===== src/rtl/inst_fetch_sync.sv =====
// Instruction-fetch reader: owns the PC, reads a 1-cycle sync ROM, realigns each word with its PC.
// Latency: read issued in cycle n, ROM data in n+1, registered instruction on inst_o in n+2.
// Backpressure: stall_i stops issue and freezes outputs; the one word in flight parks in a hold buffer.
module inst_fetch_sync #(
  parameter int unsigned ADDR_W   = 10,
  parameter int unsigned DATA_W   = 32,
  parameter logic [31:0] RESET_PC = 32'h0000_0000
) (
  input  logic              clk,
  input  logic              rst_n,
  input  logic              stall_i,
  input  logic              branch_i,
  input  logic [31:0]       branch_target_i,
  output logic              rom_ce_o,
  output logic [ADDR_W-1:0] rom_addr_o,
  input  logic [DATA_W-1:0] rom_data_i,
  output logic              inst_valid_o,
  output logic [DATA_W-1:0] inst_o,
  output logic [31:0]       inst_pc_o
);

  typedef enum logic {BOOT, RUN} state_t;

  state_t              state_q, state_d;
  logic [31:0]         pc_q, pc_d;
  logic                rsp_valid_q, rsp_valid_d;
  logic [31:0]         rsp_pc_q, rsp_pc_d;
  logic                hold_valid_q, hold_valid_d;
  logic [DATA_W-1:0]   hold_dat_q, hold_dat_d;
  logic [31:0]         hold_pc_q, hold_pc_d;
  logic                inst_valid_q, inst_valid_d;
  logic [DATA_W-1:0]   inst_dat_q, inst_dat_d;
  logic [31:0]         inst_pc_q, inst_pc_d;
  logic                issue;

  // A read goes out only when running, downstream is ready and no redirect is pending.
  always_comb begin
    issue = (state_q == RUN) & ~stall_i & ~branch_i;
  end

  assign rom_ce_o     = issue;
  assign rom_addr_o   = pc_q[ADDR_W+1:2];
  assign inst_valid_o = inst_valid_q;
  assign inst_o       = inst_dat_q;
  assign inst_pc_o    = inst_pc_q;

  // Next state: a single boot cycle with no read, then run until reset.
  always_comb begin
    state_d = state_q;
    if (state_q == BOOT) begin
      state_d = RUN;
    end
  end

  // PC and in-flight response tracking; a redirect overrides everything and drops the in-flight word.
  always_comb begin
    pc_d        = pc_q;
    rsp_valid_d = issue;
    rsp_pc_d    = rsp_pc_q;
    if (branch_i) begin
      pc_d = branch_target_i & ~32'd3;
    end else if (issue) begin
      pc_d     = pc_q + 32'd4;
      rsp_pc_d = pc_q;
    end
  end

  // Output register and hold buffer: park the returning word while stalled, drain the buffer first on resume.
  always_comb begin
    hold_valid_d = hold_valid_q;
    hold_dat_d   = hold_dat_q;
    hold_pc_d    = hold_pc_q;
    inst_valid_d = inst_valid_q;
    inst_dat_d   = inst_dat_q;
    inst_pc_d    = inst_pc_q;
    if (branch_i) begin
      hold_valid_d = 1'b0;
      inst_valid_d = 1'b0;
    end else if (stall_i) begin
      if (rsp_valid_q) begin
        hold_valid_d = 1'b1;
        hold_dat_d   = rom_data_i;
        hold_pc_d    = rsp_pc_q;
      end
    end else begin
      inst_valid_d = hold_valid_q | rsp_valid_q;
      hold_valid_d = 1'b0;
      if (hold_valid_q) begin
        inst_dat_d = hold_dat_q;
        inst_pc_d  = hold_pc_q;
      end else if (rsp_valid_q) begin
        inst_dat_d = rom_data_i;
        inst_pc_d  = rsp_pc_q;
      end
    end
  end

  // State registers; reset clears everything at once, independent of the clock.
  always_ff @(posedge clk or negedge rst_n) begin
    if (!rst_n) begin
      state_q      <= BOOT;
      pc_q         <= RESET_PC;
      rsp_valid_q  <= 1'b0;
      rsp_pc_q     <= '0;
      hold_valid_q <= 1'b0;
      hold_dat_q   <= '0;
      hold_pc_q    <= '0;
      inst_valid_q <= 1'b0;
      inst_dat_q   <= '0;
      inst_pc_q    <= '0;
    end else begin
      state_q      <= state_d;
      pc_q         <= pc_d;
      rsp_valid_q  <= rsp_valid_d;
      rsp_pc_q     <= rsp_pc_d;
      hold_valid_q <= hold_valid_d;
      hold_dat_q   <= hold_dat_d;
      hold_pc_q    <= hold_pc_d;
      inst_valid_q <= inst_valid_d;
      inst_dat_q   <= inst_dat_d;
      inst_pc_q    <= inst_pc_d;
    end
  end

endmodule


===== config.mk =====
export PLATFORM = sky130hd
export DESIGN_NAME = inst_fetch_sync
export DESIGN_NICKNAME = d
export VERILOG_FILES = /design/src/rtl/inst_fetch_sync.sv
export SDC_FILE = /design/constraint.sdc
export NUM_CORES = 1
export LEC_CHECK = 0
export ABC_CLOCK_PERIOD_IN_PS = 3790
export BUFFER_PORTS_ARGS = -buffer_cell sky130_fd_sc_hd__buf_2
export CAP_MARGIN = 10
export CORE_MARGIN = 1.5
export CORE_UTILIZATION = 55
export DETAILED_ROUTE_END_ITERATION = 8
export PLACE_DENSITY = 0.86
export RECOVER_POWER = 25
export REMOVE_ABC_BUFFERS = 1
export SYNTH_ARGS = -nofsm -noshare
export SYNTH_HDL_FRONTEND = slang
export SYNTH_SLANG_ARGS = --single-unit

===== constraint.sdc =====
create_clock -name clk -period 3.79 [get_ports clk]
set_clock_uncertainty 0.05 [all_clocks]
set_input_delay 0.1895 -clock clk [delete_from_list [all_inputs] [get_ports clk]]
set_output_delay 0.1895 -clock clk [all_outputs]
set_load 0.01 [all_outputs]

==> results.json <==
{
  "status": "finished clean",
  "maxSlewHeadroom": 0.205,
  "finalCritPeriodShare": 0.697,
  "portBuffers": 139,
  "synth_warnings": 0,
  "antenna_found_initial": 0,
  "drt_wl_total_um": 17900,
  "final_cell_mix": "dfrtp_1, mux2_2, nand2_1",
  "clkSinkCount": 188,
  "io_pins": 144,
  "cts_buffers": 17,
  "drt_iter0_markers": 399,
  "final_util": 0.695,
  "worst-r2r-setup-slack_ns": 1.15,
  "fin_tns_setup_ns": 0,
  "slew_violations": 0,
  "fin_area_sq_mm": 0.0101,
  "final_common_cell": "dfrtp_1",
  "dr.pass1.iters": 4,
  "clkTransAtPathRegs_ns": 0.07,
  "drtAntennaViolNets": 0,
  "fin_hold_ws_ns": 0.00857,
  "via_count": 5969,
  "drc": 0,
  "peakVddDrop_uv": 347,
  "dp_hpwl_um": 10600,
  "cts_resized": 0,
  "core-area_sq_mm": 0.0145,
  "grt_pass1_vias": 5985,
  "synth.avg_cell_area_sq_um": 11.8,
  "max_freq_mhz": 378,
  "synth.cell_area_sq_mm": 0.00819,
  "h-tree-depth": 4,
  "drive_gt1_frac": 0.230,
  "num_antenna_cells": 0,
  "via_per_inst": 5.61,
  "seq_area_frac_synth": 0.574,
  "syn_inst": 695,
  "cp.arrival_ns": 2.92,
  "drv_cap": 0,
  "setup_violations": 0,
  "track_usage": 0.236,
  "worstSetupStartpointType": "flop",
  "power_mw": 5.60,
  "nets": 936,
  "grt_max_degree": 131,
  "wl_per_cell_um": 16.8,
  "grt_pass1_wl_um": 29900,
  "std_cell_rows": 44,
  "p_leak_nw": 4.35,
  "cts_tree": "done",
  "crit_required_ns": 4.07,
  "critPathMaxFanout": 20,
  "area_delta_synth_final_pct": 23.4,
  "path_class": "reg2reg",
  "clock-root-buffer": "clkbuf_16",
  "synth_cell_types": 36,
  "die_w_um": 125,
  "synth-seq-cells": 188,
  "power_density_mw_per_mm2": 555,
  "worstHoldPathType": "in2reg",
  "min_period_ns": 2.64,
  "hold_viol_final": 0,
  "dpl_cell_area_sq_mm": 0.00897,
  "cts_max_path_buffers": 2,
  "start_util": 0.564,
  "worstMarginPinSlew_ns": 1.19,
  "end_kind": "flop",
  "globalplace.congestion": 0.774,
  "die_h_um": 125,
  "insertion_delay_ns": 0.42,
  "grt_overflow_total": 0,
  "die-area_sq_mm": 0.0156,
  "rsz0062_at_grt": "false"
}
## synth_stat cells
cell       count  area share
clkbuf_1      33       0.015
a221o_1        1      0.0012
mux2_2        92        0.13
o21ai_0       77       0.047
ha_1           1      0.0015
nand4_2        1      0.0015
nor2b_1        3      0.0023
and3b_1        1      0.0011
nor4_1         1     0.00076
nand4_1       14       0.011
and4b_1        2      0.0024
a311o_1        1      0.0012
buf_4         12       0.011
clkinv_1       1     0.00046
nand3_1       10      0.0061
conb_1         2     0.00092
a31oi_1       15       0.011
or3_1          6      0.0046
or4_4          1      0.0014
and4_1         5      0.0053
xor2_1         6      0.0064
and3_1         3      0.0023
and2_1         3      0.0023
nor3_1         2      0.0012
nor2_1        19      0.0087
nand2_1       93       0.043
mux2i_1       63       0.077
buf_1          8      0.0037
or4_1         12       0.011
inv_1          2     0.00092
xnor2_1        3      0.0032
o211ai_1       2      0.0018
o31ai_1       10      0.0092
o311a_1        1      0.0012
dfrtp_1      188        0.57
nand4bb_1      1      0.0014
## power by group
| part | total, mW | switching [mW] | internal, mW |
|---|---|---|---|
| clock | 1.88 | 0.751 | 1.12 |
| sequential | 2.76 | 0.287 | 2.48 |
| combinational | 0.964 | 0.489 | 0.474 |
## sequential cells by signal, summed over array words and instances (netlist names)
name,flops
hold_pc_q,30
hold_valid_q,1
inst_pc_o,30
inst_o,32
hold_dat_q,32
rsp_valid_q,1
inst_valid_o,1
rsp_pc_q,30
pc_q,30
state_q,1
## layer usage
layer | vias up | share of wire | global-route usage
met1 | 2957 | 0.45 | 0.312
li1 | 2816 | - | -
met3 | 22 | 0.040 | 0.0385
met5 | - | 0 | 0
met4 | 0 | 0.015 | 0.0735
met2 | 174 | 0.49 | 0.404
## per-stage QoR
stage,worst slack (ns),std cells
2_1_floorplan,-0.381,643
3_3_place_gp,1.37,973
3_5_place_dp,1.24,973
4_1_cts,1.16,1064
5_1_grt,1.01,1064
6_report,1.15,1064
## critical path: stages, from the launching register on
cell and delay, ns:
dfrtp_1 0.46, and4_1 0.41, nand4_1 0.70, or4_1 0.70, a31oi_1 0.22
## logic make-up (layout without fill, tap and decap cells)
kind of cell | Yosys count | after routing | synth area share
AOI/OAI and AO/OA | 107 | 107 | 0.0732
xor gates and xnor gates | 9 | 9 | 0.00962
adders and majority gates | 1 | 1 | 0.00153
buffers and inverters | 56 | 240 | 0.0312
DFF | 188 | 188 | 0.574
muxes | 155 | 155 | 0.203
other | 2 | 3 | 0.000917
and+or+nand+nor | 177 | 177 | 0.106
## final timing paths
path,startpoint,end,cells past startpoint
max,pc_q[5]$_DFFE_PN0N_,pc_q[17]$_DFFE_PN0N_,4
min,branch_target_i[26],pc_q[26]$_DFFE_PN0N_,3
max reg2reg,pc_q[5]$_DFFE_PN0N_,pc_q[17]$_DFFE_PN0N_,4
min reg2reg,inst_o[0]$_DFFE_PN0P_,inst_o[0]$_DFFE_PN0P_,2
max in group asynchronous,rst_n,rsp_pc_q[28]$_DFFE_PN0P_,3
min in group asynchronous,rst_n,inst_o[17]$_DFFE_PN0P_,2
## area by class of cell
class,count,area [sq um]
Sequential cell,188,4710
Fill cell,1084,4430
Multi-Input combinational cell,452,3240
Timing Repair Buffer,205,1280
Clock buffer,18,439
Tap cell,184,230
Clock inverter,14,194
Inverter,3,11.3
## what timing repair did
action,CTS,global route
hold endpoints to repair,186,0
setup buffers,0,0
hold buffers,59,0
Power figures use the tool's default switching activity.
